$ cat src/rtl/dmem_arbiter.sv
// Round-robin arbiter giving two requesters (core LSU, debug/DMA) access to one data memory.
// One transaction in flight; partial stores are done as read-modify-write.
`timescale 1ns/1ps
module dmem_arbiter #(
    parameter int DEPTH_WORDS = 64,
    parameter bit M0_FIRST    = 1'b1
) (
    input  logic        clk,
    input  logic        reset,
    input  logic        m0_req,
    input  logic        m0_we,
    input  logic [31:0] m0_addr,
    input  logic [31:0] m0_wdata,
    input  logic [3:0]  m0_be,
    output logic        m0_gnt,
    output logic        m0_rvalid,
    output logic [31:0] m0_rdata,
    output logic        m0_err,
    input  logic        m1_req,
    input  logic        m1_we,
    input  logic [31:0] m1_addr,
    input  logic [31:0] m1_wdata,
    input  logic [3:0]  m1_be,
    output logic        m1_gnt,
    output logic        m1_rvalid,
    output logic [31:0] m1_rdata,
    output logic        m1_err,
    output logic        mem_we,
    output logic [31:0] mem_addr,
    output logic [31:0] mem_wdata,
    input  logic [31:0] mem_rdata
);

    localparam logic [1:0] IDLE   = 2'd0;
    localparam logic [1:0] ACCESS = 2'd1;
    localparam logic [1:0] MERGE  = 2'd2;
    localparam logic [1:0] RESP   = 2'd3;

    localparam logic [29:0] DEPTH_LIM = 30'(DEPTH_WORDS);

    logic [1:0]  state;
    logic        owner;
    logic        last_gnt;
    logic        cap_we;
    logic [31:0] cap_addr;
    logic [31:0] cap_wdata;
    logic [3:0]  cap_be;
    logic [31:0] merged_q;
    logic [31:0] merged;
    logic        in_range;
    logic        partial;
    logic        result_load;
    logic [31:0] result_rdata;
    logic        result_err;

    // last_gnt = 1 means M1 was granted last, so M0 wins the next tie
    assign m0_gnt = (state == IDLE) && m0_req && (!m1_req || last_gnt);
    assign m1_gnt = (state == IDLE) && m1_req && (!m0_req || !last_gnt);

    assign in_range = (cap_addr[31:2] < DEPTH_LIM);
    assign partial  = (cap_be != 4'h0) && (cap_be != 4'hF);

    assign m0_rvalid = (state == RESP) && !owner;
    assign m1_rvalid = (state == RESP) && owner;

    assign mem_we    = ((state == ACCESS) && in_range && cap_we && (cap_be == 4'hF))
                     || (state == MERGE);
    assign mem_addr  = cap_addr;
    assign mem_wdata = (state == MERGE) ? merged_q : cap_wdata;

    always_comb begin
        merged = mem_rdata;
        for (int i = 0; i < 4; i++) begin
            if (cap_be[i]) begin
                merged[8*i +: 8] = cap_wdata[8*i +: 8];
            end
        end
    end

    // Response payload for the owner, committed on the cycle that moves into RESP
    always_comb begin
        result_load  = 1'b0;
        result_rdata = 32'h0;
        result_err   = 1'b0;
        if (state == ACCESS) begin
            if (!in_range) begin
                result_load = 1'b1;
                result_err  = 1'b1;
            end else if (!cap_we) begin
                result_load  = 1'b1;
                result_rdata = mem_rdata;
            end else if (!partial) begin
                result_load = 1'b1;
            end
        end else if (state == MERGE) begin
            result_load = 1'b1;
        end
    end

    always_ff @(posedge clk or posedge reset) begin
        if (reset) begin
            state     <= IDLE;
            owner     <= 1'b0;
            last_gnt  <= M0_FIRST;
            cap_we    <= 1'b0;
            cap_addr  <= 32'h0;
            cap_wdata <= 32'h0;
            cap_be    <= 4'h0;
            merged_q  <= 32'h0;
        end else begin
            case (state)
                IDLE: begin
                    if (m0_gnt || m1_gnt) begin
                        owner     <= m1_gnt;
                        last_gnt  <= m1_gnt;
                        cap_we    <= m1_gnt ? m1_we    : m0_we;
                        cap_addr  <= m1_gnt ? m1_addr  : m0_addr;
                        cap_wdata <= m1_gnt ? m1_wdata : m0_wdata;
                        cap_be    <= m1_gnt ? m1_be    : m0_be;
                        state     <= ACCESS;
                    end
                end
                ACCESS: begin
                    if (in_range && cap_we && partial) begin
                        merged_q <= merged;
                        state    <= MERGE;
                    end else begin
                        state <= RESP;
                    end
                end
                MERGE:   state <= RESP;
                default: state <= IDLE;
            endcase
        end
    end

    // Per-master result registers hold their value until that master's next completion
    always_ff @(posedge clk or posedge reset) begin
        if (reset) begin
            m0_rdata <= 32'h0;
            m0_err   <= 1'b0;
            m1_rdata <= 32'h0;
            m1_err   <= 1'b0;
        end else if (result_load) begin
            if (owner) begin
                m1_rdata <= result_rdata;
                m1_err   <= result_err;
            end else begin
                m0_rdata <= result_rdata;
                m0_err   <= result_err;
            end
        end
    end

endmodule

$ cat config.mk
export PLATFORM = sky130hd
export DESIGN_NAME = dmem_arbiter
export DESIGN_NICKNAME = d
export VERILOG_FILES = /design/src/rtl/dmem_arbiter.sv
export SDC_FILE = /design/constraint.sdc
export NUM_CORES = 1
export LEC_CHECK = 0
export ABC_AREA = 1
export CAP_MARGIN = 20
export CELL_PAD_IN_SITES_DETAIL_PLACEMENT = 0
export CELL_PAD_IN_SITES_GLOBAL_PLACEMENT = 1
export CORE_ASPECT_RATIO = 1.2
export CORE_UTILIZATION = 32
export DETAILED_ROUTE_END_ITERATION = 7
export GPL_ROUTABILITY_DRIVEN = 0
export GPL_TIMING_DRIVEN = 0
export PLACE_DENSITY = 0.8
export RECOVER_POWER = 25
export REMOVE_ABC_BUFFERS = 1
export SLEW_MARGIN = 15
export SYNTH_ARGS = -nofsm -noshare
export SYNTH_HDL_FRONTEND = slang
export SYNTH_SLANG_ARGS = --single-unit
$ cat constraint.sdc
create_clock -name clk -period 6.75 [get_ports clk]
set_input_delay 1.35 -clock clk [delete_from_list [all_inputs] [get_ports clk]]
set_output_delay 1.35 -clock clk [all_outputs]
set_load 0.02 [all_outputs]
Word level (Yosys, flattened, before mapping). Index checks and enable logic that the tools add are counted.

Output and inout bits: 135. Word-level logic and storage cells: 68. Input port bits: 174. Flip-flop bits (word level): 171.

Bitwise gates (word level): 1. Muxes and demuxes: 22. Reductions and logical operators: 26. Equality and inequality tests: 6. Order comparisons: 1.

Operators by type and width (count): $mux 32 (6); $mux 8 (4); $lt 30x7->1 const B (1); $logic_and 1x1->1 (12); $mux 1 (9); $reduce_and 2->1 (4); $pmux 2 s3 (1); $eq 2x2->1 const B (2); $eq 4x4->1 const B (1); $logic_not 1->1 (4); $logic_or 1x1->1 (4); $mux 4 (1); $ne 4x4->1 const B (1); $reduce_bool 4->1 (1); $eq 2x1->1 const B (1); $logic_not 2->1 (1); $mux 2 (1); $ne 2x1->1 const B (1); $not 1->1 (1).

Logic depth before layout (Yosys ltp). Gate-level depths: netlist (run 1).

Word-level depth: 7. Gate-level depth with buffers: 12.

Least setup slack after synthesis (run 1). OpenSTA, ideal clock, no wires.

Kind: input to output. Start: input m1_req. End: output m1_gnt. Data required time: 5.400 ns. Path slack: 3.355 ns. Arrival: 2.045 ns. Cell stages on the path: 5. Path through: nand2_1 inv_1 nand2_2 inv_2 clkbuf_1.

Cells in the longest elaborated chain, start to end: 2.

Ends and longest elaborated chain: from (decl) (line 19) `input logic m1_req,`; $logic_and 1x1->1 (2 in series) (line 58) `assign m1_gnt = (state == IDLE) && m1_req && (!m0_req || !last_gnt);`; to (decl) (line 24) `output logic m1_gnt,`.

No other way between the ends.

Final worst setup path (run 1). Ends and elaborated chain as after synthesis.

==> out/qor.yml, run 1 <==
clock_tree:
  postCtsSetupBuffers: 0
  cts_resized: 0
  path_clk_slew_ns: 0.07
  clock-root-buffer: "clkbuf_16"
  cts_tree: "built"
  cts_buffers: 17
  clock_latency_ns: 0.43
  cts_buffer_depth: 2
  hold_buffers: 0
  cts_max_level: 4
  clock-sinks: 171
synth:
  seq_area_frac_synth: 0.515
  synth_area_sq_mm: 0.00832
  yosys-top-cells-area: "dfrtp_1, nand2_1, a31oi_1"
  netlist-cell-type-count: 24
  yosysMostFrequentCell: "nand2_1"
  synth_cells: 1085
  yosysTopAreaCell: "dfrtp_1"
  synth_async_sr_flop_share: 1.00
  synth-edff-count: 0
  yosys-top-cells-count: "nand2_1, dfrtp_1, nor2_1"
  synthFlopType: "dfrtp_1"
  yosys.area.top_type_share: 0.511
  synth_area_per_cell_sq_um: 7.67
  yosys_warnings: 0
  synth-seq-cells: 171
drt:
  drcViolationCount: 0
  ant_nets: 0
  viasPerCell: 4.79
  wirelength_um: 27600
  drtPass1Iterations: 5
  drtIter0Drc: 362
  wire_per_inst_um: 16.3
  vias: 8103
grt:
  first_global_vias: 7831
  grt-busiest-layer: "met2"
  use_met1: 0.272
  grt_usage: 0.212
  met3_usage: 0.0350
  grt_max_degree: 94
  grt_pass1_wl_um: 43300
  antenna_found_initial: 5
  overflow: 0
  grtUsageMet2: 0.353
power_and_ir_drop:
  clkPwrFrac: 0.202
  power.density_mw_per_mm2: 403
  p_int_w: 0.00275
  p_leak_nw: 5.56
  switchingPower_w: 0.00219
  p_seq_frac: 0.303
  comb_power_share: 0.495
  total_power_w: 0.00494
  swShare: 0.444
  peakVddDrop_mv: 0.238
cells_and_area:
  final_nets: 1519
  final_area_sq_mm: 0.0122
  area_growth_pct: 47.1
  drive_above_1_share: 0.0414
  fin_cells: 1690
status:
  status: "finished, violations left"
  violations: "capacitance limit, slew limit"
place:
  dp_hpwl_um: 19200
  placed_area_sq_mm: 0.0116
  dpl.cell_count: 1651
  port-buffer-count: 308
hold_path:
  holdPathEnd: "m0_rdata[0]"
  hp-start: "m0_rdata[0]"
  hold_path.class: "register to register"
  min_path_cells: 2
floorplan:
  start_util: 0.326
  num_rows: 64
  fp.dieW_um: 149
  coreArea_sq_mm: 0.0255
  ios: 309
  fp.dieH_um: 179
  die_area_sq_mm: 0.0266
setup_path:
  worstSetupPathType: "primary input to primary output"
  required_ns: 5.40
  crit_chain: "clkdlybuf4s50_1 > nand2_1 > inv_1 > nand2_4 > buf_16 > inv_4 > clkdlybuf4s50_1"
  worst_setup_path_start_kind: "primary input"
  rr_endpoint: "m0_rdata[18]"
  critPathArrivalTime_ns: 3.78
  timing.rr.start: "owner"
  rr_worst_depth: 4
  cpMaxStageDelayCell: "clkdlybuf4s50_1"
  critPathMaxFanout: 71
  cpPeakStageDelay_ns: 0.74
  r2r_slack_ns: 3.02
  cp_common_cell: "clkdlybuf4s50_1"
  end_kind: "primary output"
run:
  cap_violations: 1
sta:
  finalHoldViolations: 0
  rsz0062_at_grt: "false"
  timing.setup.tns_ns: 0
  fmax_mhz: 195
  holdWs_ns: 0.471
  maxSlewViolCount: 79
  setup_viol: 0
  fin_skew_ns: 0.0151
  finalCritPeriodShare: 0.759
  relSlewSlack: -1.51
  period_needed_ns: 5.13
  tightest_slew_ns: 3.75
-- state kept, by name, summed over array words and instances, names as in the netlist --
name       cells
owner          1
last_gnt       1
m0_rdata      32
mem_addr      32
m1_err         1
merged_q      32
cap_be         4
cap_we         1
cap_wdata     32
m1_rdata      32
m0_err         1
state          2
-- logic make-up after synthesis --
group,count (synthesis),share of synthesized area
DFF,171,0.515
adders and majority gates,4,0.00602
and+or+nand+nor,615,0.297
AOI/OAI and AO/OA,170,0.113
buffers and inverters,125,0.0693
-- per-stage QoR --
step,setup slack (ns),utilization
5_1_grt,1.49,0.479
4_1_cts,1.60,0.478
3_3_place_gp,-1.94,0.447
3_5_place_dp,1.59,0.455
6_report,1.62,0.479
2_1_floorplan,0.770,-
-- final cells by class --
type / instances / area (sq um)
Tap cell: 330 / 413
Clock buffer: 18 / 429
Timing Repair Buffer: 316 / 3290
Antenna cell: 6 / 15.0
Fill cell: 2588 / 13300
Inverter: 46 / 183
Clock inverter: 14 / 153
Multi-Input combinational cell: 789 / 3480
Sequential cell: 171 / 4280
-- layout by cell type, fill, tap and decap left out, types with 2 or more instances in the layout --
cell type / instances
diode_2: 6
nand2_2: 4
buf_16: 6
dfrtp_1: 169
clkinvlp_2: 2
buf_12: 2
clkinvlp_4: 2
inv_8: 3
nor2_1: 88
clkdlybuf4s50_1: 307
nor3_1: 32
o21ai_0: 81
inv_1: 41
clkbuf_16: 17
ha_1: 3
inv_6: 6
a31oi_1: 69
nand2_1: 415
o21ai_1: 18
nor2_2: 2
nand3_1: 70
-- how the worst max path moves through the flow --
| stage | start | end | cells after the start |
|---|---|---|---|
| global route | m1_req | m1_gnt | 7 |
| floorplan | reset | cap_be[0] | 1 |
| CTS | m1_req | m1_gnt | 7 |
| detailed placement | m1_req | m1_gnt | 7 |
| global placement | reset | m1_rdata[25] | 2 |
| finish | m1_req | m1_gnt | 7 |
-- per-layer routing --
layer	vias to the layer above	share of wire	routed length (um)
met2	220	0.50	13800
met1	3812	0.43	11900
li1	4035	-	-
met3	36	0.045	1240
met4	0	0.025	697
met5	-	0	0
-- power by group through the flow --
| stage | sequential, W | combinational [W] | clock (W) |
|---|---|---|---|
| after floorplan | 0.00157 | 0.00123 | 0 |
| after global placement | 0.00151 | 0.00238 | 0 |
| after global routing | 0.00154 | 0.00269 | 0.00107 |
| after detailed placement | 0.00152 | 0.00246 | 0 |
| final | 0.00150 | 0.00245 | 0.000997 |
| after CTS | 0.00150 | 0.00247 | 0.00103 |
-- worst max-delay path, delay by kind of cell --
kind / cells / cell delay, ns
buffers and inverters: 5 / 2.18
and+or+nand+nor: 2 / 0.20
(Power assumes the default switching activity.)
==> inputs of run 2 (changes only) <==
- CORE_UTILIZATION: 32 -> 28
- PLACE_DENSITY: 0.8 -> 0.74
- clock period: 6.75 -> 4.3 ns (I/O delays scaled with it)
==> run 2 against run 1 <==
  * The run still ends with capacitance limit, slew limit left
  * Register-to-register slack worse by 2.1 ns
  * Worst setup slack got worse by 1.4 ns
  * Cell area grew 0.49%
  * Non-clock buffer count is 1 lower
  * Die area grew 14%
  * Cell count grew 3.0%
  * Critical endpoint unchanged
  * Largest cell class unchanged
==> out/qor.yml, run 2 (same netlist as run 1, synthesis figures left out) <==
status:
  status: "finished, violations left"  # unchanged
  violations: "capacitance limit, slew limit"  # unchanged
setup_path:
  critPathArrivalTime_ns: 3.25  # was 3.78 ns
  timing.rr.start: "mem_addr[31]"  # was owner
  worstSetupPathType: "primary input to primary output"  # unchanged
  critPathLaunch: "m1_req"  # unchanged
  critPathMaxFanout: 38  # was 71
  worst_setup_path_start_kind: "primary input"  # unchanged
  rr_worst_depth: 9  # was 4
  end_kind: "primary output"  # unchanged
  required_ns: 3.44  # was 5.40 ns
cells_and_area:
  final_area_sq_mm: 0.0123  # was 0.0122 sq mm
  drive_above_1_share: 0.0399  # was 0.0414
  fin_util: 0.424  # was 0.479
  final_nets: 1518  # was 1,519
  n_fill_cell: 2940  # was 2,588
  area_growth_pct: 47.8  # was 47.1%
  mostFrequentLayoutCell: "nand2_1"  # unchanged
  most-common-layout-cells: "nand2_1, clkdlybuf4s50_1, dfrtp_1, nor2_1, o21ai_0"  # unchanged
clock_tree:
  path_clk_slew_ns: 0.07  # about the same
  clock-root-buffer: "clkbuf_16"  # unchanged
  clock_latency_ns: 0.44  # was 0.43 ns
  postCtsSetupBuffers: 0  # unchanged
  cts_max_level: 4  # unchanged
  cts_buffers: 17  # unchanged
  clock-sinks: 171  # unchanged
  cts_tree: "built"  # unchanged
  cts_buffer_depth: 2  # unchanged
floorplan:
  fp.dieW_um: 159  # was 149 um
  num_rows: 68  # was 64
  fp.dieH_um: 191  # was 179 um
  ios: 309  # unchanged
  start_util: 0.287  # was 0.326
  die_area_sq_mm: 0.0304  # was 0.0266 sq mm
  coreArea_sq_mm: 0.0290  # was 0.0255 sq mm
run:
  cap_violations: 1  # unchanged
drt:
  viasPerCell: 4.63  # was 4.79
  drtIter0Drc: 496  # was 362
  drcViolationCount: 0  # unchanged
  vias: 8063  # was 8,103
  wirelength_um: 28500  # was 27,600 um
  drtPass1Iterations: 5  # unchanged
  wire_per_inst_um: 16.4  # was 16.3 um
  ant_nets: 0  # unchanged
sta:
  setup_viol: 0  # unchanged
  finalHoldViolations: 0  # unchanged
  relSlewSlack: -0.925  # was -1.51
  period_needed_ns: 4.11
  tightest_slew_ns: 2.89  # was 3.75 ns
  finalCritPeriodShare: 0.956
  fin_skew_ns: 0.0122  # was 0.0151 ns
  maxSlewViolCount: 68  # was 79
  rsz0062_at_grt: "false"  # unchanged
  timing.setup.tns_ns: 0  # unchanged
  holdWs_ns: 0.469  # was 0.471 ns
  fmax_mhz: 243
grt:
  grt_usage: 0.192  # was 0.212
  grt_max_degree: 105  # was 94
  first_global_vias: 7786  # was 7,831
  overflow: 0  # unchanged
  grt_pass1_wl_um: 44900  # was 43,300 um
  antenna_found_initial: 4  # was 5
place:
  placed_area_sq_mm: 0.0117  # was 0.0116 sq mm
  dp_hpwl_um: 19900  # was 19,200 um
  port-buffer-count: 308  # unchanged
hold_path:
  hold_path.class: "register to register"  # unchanged
  hp-start: "m0_rdata[23]"  # was m0_rdata[0]
  min_path_cells: 2  # unchanged
power_and_ir_drop:
  p_leak_nw: 5.55  # was 5.56 nW
  power.density_mw_per_mm2: 631  # was 403 mW/mm^2
  peakVddDrop_mv: 0.354  # was 0.238 mV
run 2: cell count changes in the layout (fill, tap and decap cells not counted), sizes merged:
cell / delta
clkinvlp: -1
bufinv: +1
inv: -5
buf: -1
diode: -3
clkinv: +3
clkbuf: +2
run 2: layout make-up:
class	count	area, sq um	share of cell area
Sequential cell	171	4280	0.348
Clock buffer	20	457	0.0371
Tap cell	385	482	0.0392
Multi-Input combinational cell	789	3490	0.284
Antenna cell	3	7.51	0.000610
Clock inverter	12	140	0.0114
Inverter	46	184	0.0150
Timing Repair Buffer	315	3250	0.264
run 2: what timing repair did:
item / 4_1_cts / 5_1_grt
hold buffers: 0 / 0
hold endpoints to repair: 0 / 0
setup endpoints to repair: 0 / 2
resized for setup: 0 / 2
run 2: metal layers:
| metal | global-route usage | share of wire | vias up |
|---|---|---|---|
| met3 | 0.0313 | 0.044 | 42 |
| met2 | 0.329 | 0.51 | 239 |
| met4 | 0.0791 | 0.025 | 2 |
| met5 | 0 | 0.00042 | - |
| met1 | 0.240 | 0.42 | 3747 |
| li1 | - | - | 4033 |
run 2: final timing paths:
| check | end | slack (ns) |
|---|---|---|
| setup / recovery | m1_gnt | 0.19 |
| hold / removal | m0_rdata[23] | 0.47 |
| setup reg to reg | m0_rdata[28] | 0.97 |
| hold reg to reg | m0_rdata[23] | 0.47 |
| max in group asynchronous | cap_wdata[24] | 0.73 |
| min in group asynchronous | mem_addr[8] | 1.90 |
run 2: report_power, final:
group / total, W / internal, W / leakage [nW] / switching (W)
combinational: 0.00382 / 0.00148 / 3.26 / 0.00234
sequential: 0.00234 / 0.00197 / 2.01 / 0.000372
clock: 0.00159 / 0.000893 / 0.283 / 0.000697
run 2: through the flow:
step                power [W]  setup WS, ns  std cells
finish                0.00776         0.191       1741
global route          0.00830        0.0171       1741
CTS                   0.00789        0.0333       1738
detailed placement    0.00627        0.0375       1706
global placement      0.00617         -4.02       1699
floorplan             0.00438         -1.19       1006
run 2: critical path, cell delays in order:
cell and delay [ns]:
clkdlybuf4s50_1 0.50, nand2_1 0.06, inv_1 0.09, nand2_4 0.25
buf_12 0.28, inv_6 0.26, buf_12 0.25, clkdlybuf4s50_1 0.64
==> inputs of run 3 (changes only) <==
- CELL_PAD_IN_SITES_DETAIL_PLACEMENT: 0 -> 1
==> run 3 against run 2 <==
  * Power up 1.4%
  * Worst setup slack worse by 0.040 ns
  * Critical path type unchanged
  * The run still ends with capacitance limit, slew limit left
  * Core utilization up 0.052 points
  * Largest power group unchanged
  * Sequential power about the same
  * Clock skew down 0.00070 ns
  * Highest routed layer is now met4
  * Sequential share of layout area about the same
  * Non-clock buffer count unchanged
  * Die area unchanged
  * Sequential cell count unchanged
==> out/qor.yml, run 3 (same netlist as run 1, synthesis figures left out) <==
status:
  status: "finished, violations left"  # unchanged
  violations: "capacitance limit, slew limit"  # unchanged
setup_path:
  worstSetupPathType: "primary input to primary output"  # unchanged
  r2r_slack_ns: 0.83  # was 0.97 ns
  critPathMaxFanout: 38  # unchanged
  rr_worst_depth: 8  # was 9
  crit_buf_inv: 6  # unchanged
  cpPeakStageDelay_ns: 0.64  # about the same
  cpMaxStageDelayCell: "clkdlybuf4s50_1"  # unchanged
  worst_setup_path_start_kind: "primary input"  # unchanged
  critPathArrivalTime_ns: 3.29  # was 3.25 ns
  end_kind: "primary output"  # unchanged
  crit_chain: "clkdlybuf4s50_1 > nand2_1 > inv_1 > nand2_4 > buf_12 > inv_6 > buf_12 > clkdlybuf4s50_1"  # unchanged
  rr_endpoint: "m0_rdata[28]"  # unchanged
  timing.rr.start: "state[1]"  # was mem_addr[31]
  critPathTopFamily: "buffers and inverters"  # unchanged
  required_ns: 3.44  # about the same
power_and_ir_drop:
  peakVddDrop_mv: 0.273  # was 0.354 mV
  power.density_mw_per_mm2: 639  # was 631 mW/mm^2
  p_leak_nw: 5.56  # was 5.55 nW
floorplan:
  coreArea_sq_mm: 0.0290  # unchanged
  ios: 309  # unchanged
  start_util: 0.287  # unchanged
  fp.dieW_um: 159  # unchanged
  die_area_sq_mm: 0.0304  # unchanged
  fp.dieH_um: 191  # unchanged
  num_rows: 68  # unchanged
place:
  dp_hpwl_um: 21700  # was 19,900 um
  dpl.cell_count: 1706  # unchanged
  port-buffer-count: 308  # unchanged
grt:
  first_global_vias: 8771  # was 7,786
  antenna_found_initial: 6  # was 4
  grt_usage: 0.208  # was 0.192
  grt_pass1_wl_um: 48800  # was 44,900 um
  overflow: 0  # unchanged
  grt_max_degree: 105  # unchanged
drt:
  wire_per_inst_um: 17.8  # was 16.4 um
  wirelength_um: 31100  # was 28,500 um
  drtIter0Drc: 416  # was 496
  viasPerCell: 4.77  # was 4.63
  drcViolationCount: 0  # unchanged
  ant_nets: 0  # unchanged
  vias: 8316  # was 8,063
  drtPass1Iterations: 4  # was 5
cells_and_area:
  fin_cells: 1744  # was 1,741
  mostFrequentLayoutCell: "nand2_1"  # unchanged
  drive_above_1_share: 0.0407  # was 0.0399
  n_fill_cell: 3493  # was 2,940
  area_growth_pct: 48.0  # was 47.8%
  most-common-layout-cells: "nand2_1, clkdlybuf4s50_1, dfrtp_1, nor2_1, o21ai_0"  # unchanged
  final_nets: 1518  # unchanged
sta:
  maxSlewViolCount: 68  # unchanged
  fmax_mhz: 241  # was 243 MHz
  finalCritPeriodShare: 0.965  # was 0.956
  relSlewSlack: -0.884  # was -0.925
  setup_viol: 0  # unchanged
  holdWs_ns: 0.470  # was 0.469 ns
  tightest_slew_ns: 2.83  # was 2.89 ns
  fin_skew_ns: 0.0115  # was 0.0122 ns
  period_needed_ns: 4.15  # was 4.11 ns
  rsz0062_at_grt: "false"  # unchanged
  finalHoldViolations: 0  # unchanged
hold_path:
  hp-start: "m0_rdata[6]"  # was m0_rdata[23]
  hold_path.class: "register to register"  # unchanged
  min_path_cells: 2  # unchanged
  holdPathEnd: "m0_rdata[6]"  # was m0_rdata[23]
clock_tree:
  clock-sinks: 171  # unchanged
  clock-root-buffer: "clkbuf_16"  # unchanged
  cts_buffer_depth: 2  # unchanged
  clock_latency_ns: 0.44  # about the same
  cts_buffers: 17  # unchanged
  path_clk_slew_ns: 0.07  # about the same
  cts_max_level: 4  # unchanged
  cts_tree: "built"  # unchanged
run:
  cap_violations: 1  # unchanged
[run 3: worst max path at each step]
stage	from	to	cells past startpoint
floorplan	reset	cap_be[0]	1
finish	m1_req	m1_gnt	8
global placement	reset	m1_rdata[27]	2
CTS	m1_req	m1_gnt	8
global route	state[0]	m1_gnt	9
detailed placement	m1_req	m1_gnt	8
[run 3: per-layer routing]
layer  wire [um]  vias to the layer above  GRT usage
li1            -                     4028          -
met1       12700                     4016      0.244
met2       15900                      220      0.364
met3        1230                       52     0.0365
met4        1130                        0      0.109
met5           0                        -          0
[run 3: worst min-delay path: stages, from the launching register on]
cell	delay, ns
dfrtp_1	0.34
nand2_1	0.05
nand2_1	0.04
[run 3: power breakdown]
group | switching [W] | internal, W | total (W)
logic | 0.00243 | 0.00148 | 0.00391
registers | 0.000381 | 0.00197 | 0.00235
clock network | 0.000693 | 0.000908 | 0.00160
total | 0.00350 | 0.00436 | 0.00786
[run 3: final cells by class]
class | count | area [sq um] | area share
timing repair buffer | 315 | 3250 | 0.264
tap | 385 | 482 | 0.0391
clock buffer | 20 | 467 | 0.0379
multi-input combinational | 789 | 3490 | 0.284
inverter | 46 | 184 | 0.0149
sequential | 171 | 4280 | 0.348
clock inverter | 12 | 138 | 0.0112
antenna | 6 | 15.0 | 0.00122
[run 3: per-stage QoR]
stage               utilization  setup TNS [ns]  area, sq um  worst slack, ns  total power [W]
finish                    0.424               0        12300            0.151          0.00786
floorplan                     -         -202.32         7920            -1.19          0.00438
CTS                       0.424               0        12300           0.0862          0.00799
global placement          0.396         -849.29        11500            -4.02          0.00617
global route              0.424               0        12300          0.00901          0.00838
detailed placement        0.403        -0.00596        11700         -0.00596          0.00635
[run 3: what timing repair did]
item                                    in CTS  in global routing
hold buffers                                 0                  0
endpoints found under the setup margin       1                  1
endpoints found under the hold margin        0                  0
gates resized for setup                      1                  1
buffers inserted                             0                  0
